<file path="src/rtl/simon_pkg.sv">
// Shared types for the Simon Says game sequencer.
package simon_pkg;

  typedef enum logic [2:0] {
    S_IDLE,
    S_PLAY,
    S_WAIT_IN,
    S_CHECK,
    S_GAP,
    S_LOSE,
    S_WIN
  } state_t;

  typedef logic [1:0] led_t;
  typedef logic [3:0] level_t;

endpackage

</file>
<file path="src/rtl/simon_game_ctrl_if.sv">
// Game controller bundle: key inputs, blinker/memory handshake and status flags.
interface simon_game_ctrl_if;
  import simon_pkg::*;

  logic   start;
  logic   btn_valid;
  led_t   btn_code;
  logic   blink_done;
  led_t   seq_data;
  logic   blink_start;
  level_t level;
  logic   mem_sel;
  level_t seq_addr;
  logic   awaiting_input;
  level_t score;
  logic   game_over;
  logic   game_won;

  modport master (
    input  start, btn_valid, btn_code, blink_done, seq_data,
    output blink_start, level, mem_sel, seq_addr, awaiting_input, score, game_over, game_won
  );

  modport slave (
    output start, btn_valid, btn_code, blink_done, seq_data,
    input  blink_start, level, mem_sel, seq_addr, awaiting_input, score, game_over, game_won
  );

endinterface

</file>
<file path="src/rtl/round_timer.sv">
// Up-counter shared by the input-timeout and inter-round gap phases.
module round_timer #(
  parameter int W = 28
) (
  input  logic         clk,
  input  logic         reset,
  input  logic         clear,
  input  logic         en,
  input  logic [W-1:0] limit,
  output logic         expired
);

  logic [W-1:0] count;

  // Terminal cycle is limit-1 so a phase lasts exactly limit cycles; a zero limit expires at once.
  assign expired = (limit == '0) || (count == limit - W'(1));

  always_ff @(posedge clk or negedge reset) begin
    if (!reset)                count <= '0;
    else if (clear)            count <= '0;
    else if (en && !expired)   count <= count + W'(1);
  end

endmodule

</file>
<file path="src/rtl/simon_game_ctrl.sv">
// Simon Says sequencer: playback, press checking against memory, level/score tracking.
module simon_game_ctrl
  import simon_pkg::*;
#(
  parameter level_t      MAX_LEVEL   = 4'd15,
  parameter logic [27:0] TIMEOUT_CYC = 28'd150_000_000,
  parameter logic [27:0] GAP_CYC     = 28'd25_000_000
) (
  input  logic              clk,
  input  logic              reset,
  simon_game_ctrl_if.master bus
);

  state_t      state;
  led_t        btn_q;
  level_t      level, score, idx;
  logic        blink_start, mem_sel, awaiting_input, game_over, game_won;
  logic        tmr_en, tmr_expired;
  logic [27:0] tmr_limit;

  // Timer idles at zero outside the timed states, so every entry starts from a clean count.
  assign tmr_en    = (state == S_WAIT_IN) || (state == S_GAP);
  assign tmr_limit = (state == S_GAP) ? GAP_CYC : TIMEOUT_CYC;

  round_timer #(.W(28)) u_timer (
    .clk     (clk),
    .reset   (reset),
    .clear   (!tmr_en),
    .en      (tmr_en),
    .limit   (tmr_limit),
    .expired (tmr_expired)
  );

  always_ff @(posedge clk or negedge reset) begin
    if (!reset) begin
      state          <= S_IDLE;
      btn_q          <= '0;
      level          <= 4'd1;
      score          <= '0;
      idx            <= '0;
      blink_start    <= 1'b0;
      mem_sel        <= 1'b0;
      awaiting_input <= 1'b0;
      game_over      <= 1'b0;
      game_won       <= 1'b0;
    end else begin
      blink_start <= 1'b0;
      case (state)
        S_IDLE: if (bus.start) begin
          state       <= S_PLAY;
          blink_start <= 1'b1;
        end
        S_PLAY: if (bus.blink_done) begin
          state          <= S_WAIT_IN;
          idx            <= '0;
          mem_sel        <= 1'b1;
          awaiting_input <= 1'b1;
        end
        // A press on the timeout terminal cycle takes priority.
        S_WAIT_IN: if (bus.btn_valid) begin
          state          <= S_CHECK;
          btn_q          <= bus.btn_code;
          awaiting_input <= 1'b0;
        end else if (tmr_expired) begin
          state          <= S_LOSE;
          awaiting_input <= 1'b0;
          mem_sel        <= 1'b0;
          game_over      <= 1'b1;
        end
        S_CHECK: if (btn_q != bus.seq_data) begin
          state     <= S_LOSE;
          mem_sel   <= 1'b0;
          game_over <= 1'b1;
        end else if (idx < level - 4'd1) begin
          state          <= S_WAIT_IN;
          idx            <= idx + 4'd1;
          awaiting_input <= 1'b1;
        end else begin
          score   <= level;
          mem_sel <= 1'b0;
          if (level >= MAX_LEVEL) begin
            state    <= S_WIN;
            game_won <= 1'b1;
          end else begin
            state <= S_GAP;
            level <= level + 4'd1;
          end
        end
        S_GAP: if (tmr_expired) begin
          state       <= S_PLAY;
          blink_start <= 1'b1;
        end
        S_LOSE, S_WIN: if (bus.start) begin
          state       <= S_PLAY;
          level       <= 4'd1;
          score       <= '0;
          idx         <= '0;
          game_over   <= 1'b0;
          game_won    <= 1'b0;
          blink_start <= 1'b1;
        end
        default: state <= S_IDLE;
      endcase
    end
  end

  assign bus.blink_start    = blink_start;
  assign bus.level          = level;
  assign bus.mem_sel        = mem_sel;
  assign bus.seq_addr       = idx;
  assign bus.awaiting_input = awaiting_input;
  assign bus.score          = score;
  assign bus.game_over      = game_over;
  assign bus.game_won       = game_won;

endmodule

</file>
<file path="src/flat_wrapper.sv">
// flat-port wrapper written by rule: the top's interface ports become plain ports
module simon_game_ctrl_flat import simon_pkg::*;
#(
  parameter level_t      MAX_LEVEL   = 4'd15,
  parameter logic [27:0] TIMEOUT_CYC = 28'd150_000_000,
  parameter logic [27:0] GAP_CYC     = 28'd25_000_000
)
  (clk, reset, bus_start, bus_btn_valid, bus_btn_code, bus_blink_done, bus_seq_data, bus_blink_start, bus_level, bus_mem_sel, bus_seq_addr, bus_awaiting_input, bus_score, bus_game_over, bus_game_won);
  simon_game_ctrl_if bus_i ();
  input  logic clk;
  input  logic reset;
  input wire logic [$bits(bus_i.start)-1:0] bus_start;
  input wire logic [$bits(bus_i.btn_valid)-1:0] bus_btn_valid;
  input wire logic [$bits(bus_i.btn_code)-1:0] bus_btn_code;
  input wire logic [$bits(bus_i.blink_done)-1:0] bus_blink_done;
  input wire logic [$bits(bus_i.seq_data)-1:0] bus_seq_data;
  output wire logic [$bits(bus_i.blink_start)-1:0] bus_blink_start;
  output wire logic [$bits(bus_i.level)-1:0] bus_level;
  output wire logic [$bits(bus_i.mem_sel)-1:0] bus_mem_sel;
  output wire logic [$bits(bus_i.seq_addr)-1:0] bus_seq_addr;
  output wire logic [$bits(bus_i.awaiting_input)-1:0] bus_awaiting_input;
  output wire logic [$bits(bus_i.score)-1:0] bus_score;
  output wire logic [$bits(bus_i.game_over)-1:0] bus_game_over;
  output wire logic [$bits(bus_i.game_won)-1:0] bus_game_won;
  assign bus_i.start = bus_start;
  assign bus_i.btn_valid = bus_btn_valid;
  assign bus_i.btn_code = bus_btn_code;
  assign bus_i.blink_done = bus_blink_done;
  assign bus_i.seq_data = bus_seq_data;
  assign bus_blink_start = bus_i.blink_start;
  assign bus_level = bus_i.level;
  assign bus_mem_sel = bus_i.mem_sel;
  assign bus_seq_addr = bus_i.seq_addr;
  assign bus_awaiting_input = bus_i.awaiting_input;
  assign bus_score = bus_i.score;
  assign bus_game_over = bus_i.game_over;
  assign bus_game_won = bus_i.game_won;
  simon_game_ctrl #(.MAX_LEVEL(MAX_LEVEL), .TIMEOUT_CYC(TIMEOUT_CYC), .GAP_CYC(GAP_CYC)) u_core (.clk(clk), .reset(reset), .bus(bus_i));
endmodule
</file>
<file path="config.mk">
export PLATFORM = sky130hd
export DESIGN_NAME = simon_game_ctrl_flat
export DESIGN_NICKNAME = d
export VERILOG_FILES = /design/src/rtl/simon_pkg.sv /design/src/rtl/simon_game_ctrl_if.sv /design/src/rtl/round_timer.sv /design/src/rtl/simon_game_ctrl.sv /design/src/flat_wrapper.sv
export SDC_FILE = /design/constraint.sdc
export NUM_CORES = 1
export LEC_CHECK = 0
export CORE_MARGIN = 5
export CORE_UTILIZATION = 62
export CTS_BUF_LIST = sky130_fd_sc_hd__clkbuf_8
export CTS_CLUSTER_DIAMETER = 150
export CTS_CLUSTER_SIZE = 16
export DETAILED_ROUTE_END_ITERATION = 12
export MAX_ROUTING_LAYER = met4
export PLACE_DENSITY = 0.91
export SLEW_MARGIN = 10
export SYNTH_ARGS = -nofsm -noshare
export SYNTH_HDL_FRONTEND = slang
export SYNTH_HIERARCHICAL = 1
export SYNTH_SLANG_ARGS = --single-unit
</file>
<file path="constraint.sdc">
create_clock -name clk -period 5.75 [get_ports clk]
set_input_delay 0.575 -clock clk [delete_from_list [all_inputs] [get_ports clk]]
set_output_delay 0.575 -clock clk [all_outputs]
set_load 0.1 [all_outputs]
</file>
==> impl_metrics.yaml, run 1 <==
timing:
  tightest_slew_ns: 0.987
  fin_crit_sh: 0.770
  finalHoldViolCount: 0
  relSlewSlack: 0.340
  max_freq_mhz: 226
  fin_tns_setup_ns: 0
  finalSetupViolations: 0
  min_period_ns: 4.43
  slew_viol_final: 0
  fin_skew_ns: 0.0176
  grt_setup_unrepaired: "no"
  hold_slack_ns: 0.355
finish:
  nNetsFinal: 620
  n_antenna_cell: 0
  layout-drive-gt1-share: 0.0448
  nFillCells: 511
  area_delta_synth_final_pct: 13.6
  multiInputGateArea_um2: 3050
  post_layout_nonfiller_instances: 683
  regArea_um2: 1250
job:
  drv_cap: 0
synth:
  synth_cell_types: 66
  synth_top_family_by_area: "simple AND/OR/NAND/NOR gates"
  synth_flop_cell: "dfrtp_1"
  synthAdderAreaFrac: 0.0264
  synth_top_area_share: 0.288
  yosysSeqAreaShare: 0.294
  synthMuxAreaShare: 0.0406
  synth_area_leaders: "dfrtp_1 (29%), a21oi_1 (4.6%), xnor2_1 (4.5%)"
  synth_edf_count: 0
  synthTopCellsByCount: "dfrtp_1 (49), a21oi_1 (39), o21ai_0 (37)"
  ys_seq_elements: 50
  synth_area_um2: 4260
  synth_xor_area_frac: 0.0699
  synth-compound-area-share: 0.207
  synth-simple-area-share: 0.312
  synth_cells: 531
  async_flop_share: 1.00
  ys_warn_count: 6
  yosys.area.top_type: "dfrtp_1"
  synth.most_common_cell: "dfrtp_1"
  avgSynthCellArea_um2: 8.02
power:
  powerDensity_nw_per_um2: 371
  ir_worst_vdd_mv: 0.425
  power_leakage_nw: 1.89
worst_setup_path:
  cp_slowest_stage_delay_ns: 0.75
  path_delay_family: "simple AND/OR/NAND/NOR gates"
  reg2reg_slack_ns: 1.32
  path_class: "reg -> reg"
  critPathArrivalTime_ns: 4.67
  critical_path.cell_chain: "nor2_1, nand2_1, buf_4, inv_1, or4_1, nor2_1, a31oi_1, nor4_1, nand4_1, or4_1, nand2_1, nor3_1, a22o_1, a21oi_1, nor2b_1, a22o_1"
  cp.buffers_inverters: 2
  endpoint_kind: "register"
  crit_path_max_fanout: 27
  cp-startpoint: "u_core/state[1]"
  critical_path.slowest_cell: "dfrtp_1"
  rr_startpoint: "u_core/state[1]"
  worstSetupStartpointType: "register"
  cp_data_required_time_ns: 5.99
grt:
  grt-ovfl-total: 0
  grt_usage: 0.263
  grt_max_degree: 51
  antenna_found_initial: 0
  grt_pass1_wl_mm: 18.3
  grt_pass1_vias: 3869
detailed_routing:
  vias: 4283
  vias_per_cell: 6.27
  drt_wl_total_mm: 10.6
  ant_nets: 0
  drt-initial-drc-count: 345
  route.detailed.drc: 0
  wl_per_cell_um: 15.5
  dr.pass1.iters: 5
clocking:
  htree_levels: 2
  post_cts_buffers: 0
  clk-insertion-delay-late_ns: 0.31
  clock-sinks: 50
  cts_root_buf: "clkbuf_8"
  cts_tree: "done"
  cts_resized: 0
  ctsLongestPathBuffers: 2
  cts-buffers-inserted: 5
  cts_hold_buf: 0
  clkTransAtPathRegs_ns: 0.10
die:
  die_area_um2: 8620
  die_h_um: 92.9
  ioPinCount: 26
  rows: 30
  core_um2: 6760
  start_util: 0.630
  fp.dieW_um: 92.9
status:
  run_status: "finished, final reports clean"
placement:
  gp_congestion: 1.02
  place_inst: 675
  port_buffers: 25
  hpwlAfterDp_mm: 7.90
min_path:
  holdCritPathClass: "in -> async"
[cell usage in the layout, fill, tap and decap left out, types with 8 or more instances in the layout]
cell	instances
nand2b_1	14
nor2b_1	11
nor4_1	14
clkdlybuf4s50_1	24
xor2_1	12
o21ai_0	37
nand3_1	15
and2_1	12
o21ai_1	9
ha_1	9
nor2_1	29
mux2_1	8
dfrtp_1	49
nand2_1	29
or3_1	25
a21oi_1	39
or4_1	15
xnor2_1	22
nand4_1	23
nor3_1	20
inv_1	16
conb_1	67
[stage by stage]
stage                     instance area, um^2  utilization  power [mW]  worst slack, ns
after floorplan                          4500            -        1.34             1.30
after global placement                   4740        0.702        1.53             1.58
after detailed placement                 4740        0.702        1.57             1.46
after CTS                                4840        0.716        1.79             1.41
after global routing                     4840        0.716        1.91             1.02
final                                    4840        0.716        1.79             1.32
[flip-flops by register name (all words and copies together) (netlist names)]
name,cells
u_core/bus.blink_start,1
u_core/bus.mem_sel,1
u_core/btn_q,2
u_core/bus.score,4
u_core/bus.level,4
u_core/bus.game_over,1
u_core/u_timer/count,28
u_core/bus.game_won,1
u_core/state,3
u_core/bus.awaiting_input,1
u_core/bus.seq_addr,4
[where the power goes]
| part | internal [mW] | switching (mW) |
|---|---|---|
| sequential | 0.418 | 0.104 |
| clock | 0.0970 | 0.119 |
| combinational | 0.306 | 0.748 |
[worst paths after layout]
path / endpoint / cells after the start
min: u_core/u_timer/count[5] / 2
max in group asynchronous: u_core/u_timer/count[17] / 2
min reg2reg: u_core/bus.score[3] / 1
min in group clk: u_core/bus.score[3] / 1
max: u_core/state[1] / 16
max reg2reg: u_core/state[1] / 16
[layout make-up]
| type | instances | share of cell area |
|---|---|---|
| Clock buffer | 6 | 0.0171 |
| Clock inverter | 2 | 0.00259 |
| Timing Repair Buffer | 29 | 0.0569 |
| Inverter | 18 | 0.0140 |
| Multi-Input combinational cell | 498 | 0.630 |
| Sequential cell | 50 | 0.259 |
| Tap cell | 80 | 0.0207 |
[metal layers]
metal | global-route usage | vias to the layer above | share of wire
li1 | - | 2084 | -
met1 | 0.379 | 2006 | 0.44
met2 | 0.392 | 174 | 0.47
met3 | 0.0374 | 19 | 0.075
met4 | 0.0611 | 0 | 0.016
met5 | - | - | 0
[kinds of logic (layout without fill, tap and decap cells)]
group | count (synthesis) | count (layout)
multiplexers | 16 | 16
adder cells (fa/ha/maj) | 9 | 9
AND/OR/NAND/NOR | 231 | 231
other | 2 | 67
AO/OA/AOI/OAI | 141 | 141
flip-flops | 50 | 50
buffers and inverters | 48 | 55
XOR/XNOR | 34 | 34
Note: power is estimated with default switching activity, not from simulation.
==> run 2: changes to the inputs <==
==> constraint.sdc (replaced) <==
create_clock -name clk -period 4.6 [get_ports clk]
set_input_delay 0.46 -clock clk [delete_from_list [all_inputs] [get_ports clk]]
set_output_delay 0.46 -clock clk [all_outputs]
set_load 0.1 [all_outputs]
==> impl_metrics.yaml, run 2 (synthesized netlist as in run 1, its figures left out) <==
timing:
  fin_skew_ns: 0.0111
  relSlewSlack: 0.341
  grt_setup_unrepaired: "no"
  tightest_slew_ns: 0.985
  fin_tns_setup_ns: 0
  hold_slack_ns: 0.235
  fin_crit_sh: 0.828
  finalSetupViolations: 0
  max_freq_mhz: 263
  slew_viol_final: 0
  finalHoldViolCount: 0
  min_period_ns: 3.81
power:
  p_comb_frac: 0.616
  p_switching_mw: 1.24
  powerDensity_nw_per_um2: 468
  seqPwrFrac: 0.262
  power_leakage_nw: 1.92
  swShare: 0.544
  clockPowerShare: 0.122
  intPower_mw: 1.04
  ir_worst_vdd_mv: 0.666
worst_setup_path:
  critPathArrivalTime_ns: 4.06
  worstSetupStartpointType: "register"
  endpoint_kind: "register"
  cp_data_required_time_ns: 4.85
  crit_path_max_fanout: 24
  path_class: "reg -> reg"
grt:
  antenna_found_initial: 0
  grt_pass1_vias: 4111
  grt_pass1_wl_mm: 18.6
  grt-ovfl-total: 0
  grt_usage: 0.267
  grt_max_degree: 51
finish:
  nFillCells: 529
  area_delta_synth_final_pct: 14.5
  final_common_cell: "conb_1"
  utilization: 0.722
  regMostFlops: "u_core/u_timer/count"
  fin_area_um2: 4880
  largest_register_ffs: 28
  nNetsFinal: 625
  layout-drive-gt1-share: 0.0526
  layout_common_cells: "conb_1 (67), dfrtp_1 (49), a21oi_1 (39), o21ai_0 (37)"
  n_antenna_cell: 0
clocking:
  clkTransAtPathRegs_ns: 0.10
  ctsLongestPathBuffers: 2
  cts_resized: 0
  cts-buffers-inserted: 5
  cts_hold_buf: 0
  cts_tree: "done"
  post_cts_buffers: 0
  clock-sinks: 50
  clk-insertion-delay-late_ns: 0.31
  htree_levels: 2
  cts_root_buf: "clkbuf_8"
detailed_routing:
  vias: 4390
  route.detailed.drc: 0
  drt-initial-drc-count: 370
  wl_per_cell_um: 15.9
  drt_wl_total_mm: 10.9
  ant_nets: 0
  dr.pass1.iters: 5
  vias_per_cell: 6.38
placement:
  port_buffers: 25
  place_area_um2: 4780
  hpwlAfterDp_mm: 8.10
  gp_congestion: 0.997
die:
  die_area_um2: 8620
  ioPinCount: 26
  fp.dieW_um: 92.9
  core_um2: 6760
  die_h_um: 92.9
  rows: 30
  start_util: 0.630
status:
  run_status: "finished, final reports clean"
job:
  drv_cap: 0
min_path:
  holdCritPathClass: "in -> async"
[run 2: cell types whose count changed in the layout (fill, tap and decap cells not counted), sizes merged]
cell	before	now
buf	5	10
inv	18	20
clkbuf	6	5
clkinvlp	1	0
[run 2: area by class of cell]
type                            count  area (um^2)  area share
Timing Repair Buffer               34          313      0.0641
Tap cell                           80          100      0.0205
Clock buffer                        5         68.8      0.0141
Clock inverter                      3         28.8     0.00590
Multi-Input combinational cell    498         3050       0.625
Sequential cell                    50         1250       0.257
Inverter                           18         67.6      0.0139
[run 2: power by group through the flow]
stage | sequential [mW] | combinational [mW] | clock, mW
finish | 0.598 | 1.41 | 0.280
global route | 0.610 | 1.50 | 0.306
CTS | 0.597 | 1.38 | 0.288
detailed placement | 0.604 | 1.38 | 0
global placement | 0.600 | 1.34 | 0
floorplan | 1.01 | 0.672 | 0
[run 2: worst paths after layout]
| check | from | slack [ns] | cells after the start | endpoint |
|---|---|---|---|---|
| min in group clk | u_core/bus.game_won | 0.51 | 1 | u_core/bus.game_won |
| setup / recovery | u_core/state[1] | 0.79 | 15 | u_core/state[2] |
| max in group asynchronous | reset | 3.91 | 2 | u_core/bus.mem_sel |
| hold reg to reg | u_core/bus.game_won | 0.51 | 1 | u_core/bus.game_won |
| setup reg to reg | u_core/state[1] | 0.79 | 15 | u_core/state[2] |
| hold / removal | reset | 0.23 | 2 | u_core/u_timer/count[2] |
[run 2: routing by layer]
layer,GRT usage,routed length [um],vias to the layer above
met3,0.0390,812,21
met2,0.407,5080,195
li1,-,-,2091
met5,-,0,-
met4,0.0891,188,0
met1,0.366,4850,2083
[run 2: critical path: stages, from the launching register on]
cell and delay [ns]:
dfrtp_1 0.39, nor2_1 0.14, nand2_1 0.11, buf_4 0.23
or4_1 0.51, nor2_1 0.23, a31oi_1 0.14, nor4_1 0.32
nand4_1 0.13, or4_1 0.52, nand2_1 0.17, nor3_1 0.09
a22o_1 0.25, a21oi_1 0.13, nor2b_1 0.23, a32o_1 0.17
[run 2: metrics by stage]
stage	total power, mW	cells	setup slack, ns
after floorplan	1.68	596	0.155
after global placement	1.94	680	0.991
after detailed placement	1.98	680	0.846
after CTS	2.27	688	0.815
after global routing	2.42	688	0.372
final	2.28	688	0.793
==> run 3: changes to the inputs <==
--- a/config.mk
+++ b/config.mk
@@ -6,13 +6,13 @@
 export NUM_CORES = 1
 export LEC_CHECK = 0
 export CORE_MARGIN = 5
-export CORE_UTILIZATION = 62
+export CORE_UTILIZATION = 56
 export CTS_BUF_LIST = sky130_fd_sc_hd__clkbuf_8
 export CTS_CLUSTER_DIAMETER = 150
 export CTS_CLUSTER_SIZE = 16
 export DETAILED_ROUTE_END_ITERATION = 12
 export MAX_ROUTING_LAYER = met4
-export PLACE_DENSITY = 0.91
+export PLACE_DENSITY = 0.87
 export SLEW_MARGIN = 10
 export SYNTH_ARGS = -nofsm -noshare
 export SYNTH_HDL_FRONTEND = slang
==> constraint.sdc (replaced) <==
create_clock -name clk -period 3.2 [get_ports clk]
set_input_delay 0.32 -clock clk [delete_from_list [all_inputs] [get_ports clk]]
set_output_delay 0.32 -clock clk [all_outputs]
set_load 0.1 [all_outputs]
==> impl_metrics.yaml, run 3 (synthesized netlist as in run 1, its figures left out) <==
timing:
  finalSetupViolations: 16
  relSlewSlack: 0.340
  slew_viol_final: 0
  min_period_ns: 3.40
  fin_crit_sh: 1.06
  fin_skew_ns: 0.0110
  finalHoldViolCount: 0
  max_freq_mhz: 294
  grt_setup_unrepaired: "yes"
  setup_ws_ns: -0.203
  tightest_slew_ns: 0.986
  hold_slack_ns: 0.102
clocking:
  htree_levels: 2
  cts_tree: "done"
  clock-sinks: 50
  ctsLongestPathBuffers: 2
  clk-insertion-delay-late_ns: 0.31
  cts_root_buf: "clkbuf_8"
  clkTransAtPathRegs_ns: 0.10
  cts-buffers-inserted: 5
finish:
  area_delta_synth_final_pct: 33.5
  utilization: 0.775
  final_common_cell: "conb_1"
  nNetsFinal: 658
  largest_register_ffs: 28
  layout_common_cells: "conb_1 (67), dfrtp_1 (48), nor2_1 (26), o21ai_0 (26), buf_4 (25)"
  n_antenna_cell: 0
  nFillCells: 431
  layout-drive-gt1-share: 0.222
  regMostFlops: "u_core/u_timer/count"
worst_setup_path:
  critical_path.slowest_cell: "or4_4"
  cp_data_required_time_ns: 3.45
  path_depth: 14
  critical_path.cell_chain: "nand2_8, clkinvlp_4, or4_4, nor2_4, nand2_2, mux2i_2, nand4_1, or4_4, nand2_4, nor3_4, a22o_1, a21oi_2, nor2b_4, a22o_1"
  reg2reg_slack_ns: -0.20
  critPathArrivalTime_ns: 3.66
  crit_path_max_fanout: 5
  path_class: "reg -> reg"
  crit_end: "u_core/state[1]"
  endpoint_kind: "register"
  r2r-end: "u_core/state[1]"
  cp.buffers_inverters: 1
  cp_slowest_stage_delay_ns: 0.57
  worstSetupStartpointType: "register"
  r2r_cells: 14
  rr_startpoint: "u_core/state[2]"
  cp-startpoint: "u_core/state[2]"
  path_delay_family: "simple AND/OR/NAND/NOR gates"
die:
  die_h_um: 97.2
  ioPinCount: 26
  die_area_um2: 9450
  start_util: 0.581
  fp.dieW_um: 97.2
  rows: 31
  core_um2: 7330
job:
  drv_cap: 0
power:
  ir_worst_vdd_mv: 0.926
  p_comb_frac: 0.633
  clockPowerShare: 0.124
  p_switching_mw: 1.94
  intPower_mw: 1.67
  powerDensity_nw_per_um2: 634
  power_mw: 3.60
  power_leakage_nw: 2.19
  swShare: 0.537
  seqPwrFrac: 0.243
grt:
  grt_pass1_vias: 4193
  grt_max_degree: 37
  grt_pass1_wl_mm: 19.3
  grt-ovfl-total: 0
  antenna_found_initial: 0
  grt_usage: 0.245
detailed_routing:
  dr.pass1.iters: 6
  route.detailed.drc: 0
  drt-initial-drc-count: 699
  drt_wl_total_mm: 14.8
  wl_per_cell_um: 20.0
  vias: 4955
  vias_per_cell: 6.70
  ant_nets: 0
placement:
  port_buffers: 25
  hpwlAfterDp_mm: 8.59
  gp_congestion: 0.989
status:
  run_status: "finished, violations left"
  violations: "negative setup slack"
min_path:
  holdCritPathClass: "in -> async"
-- run 3: changes by cell type in the layout (fill, tap and decap cells not counted), sizes merged --
cell | before | now
clkinvlp | 0 | 1
buf | 10 | 42
clkdlybuf4s50 | 24 | 22
clkbuf | 5 | 8
clkinv | 1 | 0
bufinv | 0 | 1
inv | 20 | 19
-- run 3: metrics by stage --
| step | instance area (um^2) | TNS [ns] | std cells | worst slack [ns] |
|---|---|---|---|---|
| floorplan | 4600 | -0.590 | 596 | -0.139 |
| global placement | 5010 | 0 | 718 | 0.0115 |
| detailed placement | 5010 | -0.292 | 718 | -0.104 |
| CTS | 5150 | 0 | 727 | 0.00252 |
| global route | 5680 | -3.72 | 740 | -0.280 |
| finish | 5680 | -1.11 | 740 | -0.203 |
-- run 3: cell type report --
cell class	count	area, um^2	area share
Clock buffer	5	68.8	0.0121
Clock inverter	3	37.5	0.00660
Inverter	18	71.3	0.0125
Multi-Input combinational cell	498	3440	0.606
Sequential cell	50	1250	0.221
Tap cell	99	124	0.0218
Timing Repair Buffer	67	684	0.120
-- run 3: power by group through the flow --
stage	Sequential [mW]	Combinational, mW	Clock, mW
after global routing	0.897	2.40	0.481
after CTS	0.872	2.08	0.434
final	0.876	2.28	0.445
after detailed placement	0.883	2.06	0
after floorplan	1.45	1.04	0
after global placement	0.874	2.00	0
-- run 3: repair_timing --
action	CTS	global route
gates cloned	0	4
hold buffers	0	0
resized for setup	7	98
setup endpoints to repair	6	34
pin swaps	5	42
hold endpoints to repair	0	0
buffers inserted	1	9
-- run 3: per-layer routing --
metal	GRT usage	part of all wire	vias to the layer above
li1	-	-	2148
met1	0.339	0.37	2293
met2	0.386	0.47	407
met3	0.0345	0.10	107
met4	0.0475	0.053	0
met5	-	0	-
-- run 3: worst min-delay path by stage --
| stage | slack (ns) | endpoint | startpoint |
|---|---|---|---|
| final | 0.10 | u_core/u_timer/count[4] | reset |
| after global routing | 0.16 | u_core/u_timer/count[3] | reset |
| after CTS | 0.13 | u_core/u_timer/count[3] | reset |
| after detailed placement | 0.45 | u_core/u_timer/count[3] | reset |
| after global placement | 0.46 | u_core/u_timer/count[3] | reset |
| after floorplan | 0.02 | u_core/btn_q[0] | reset |
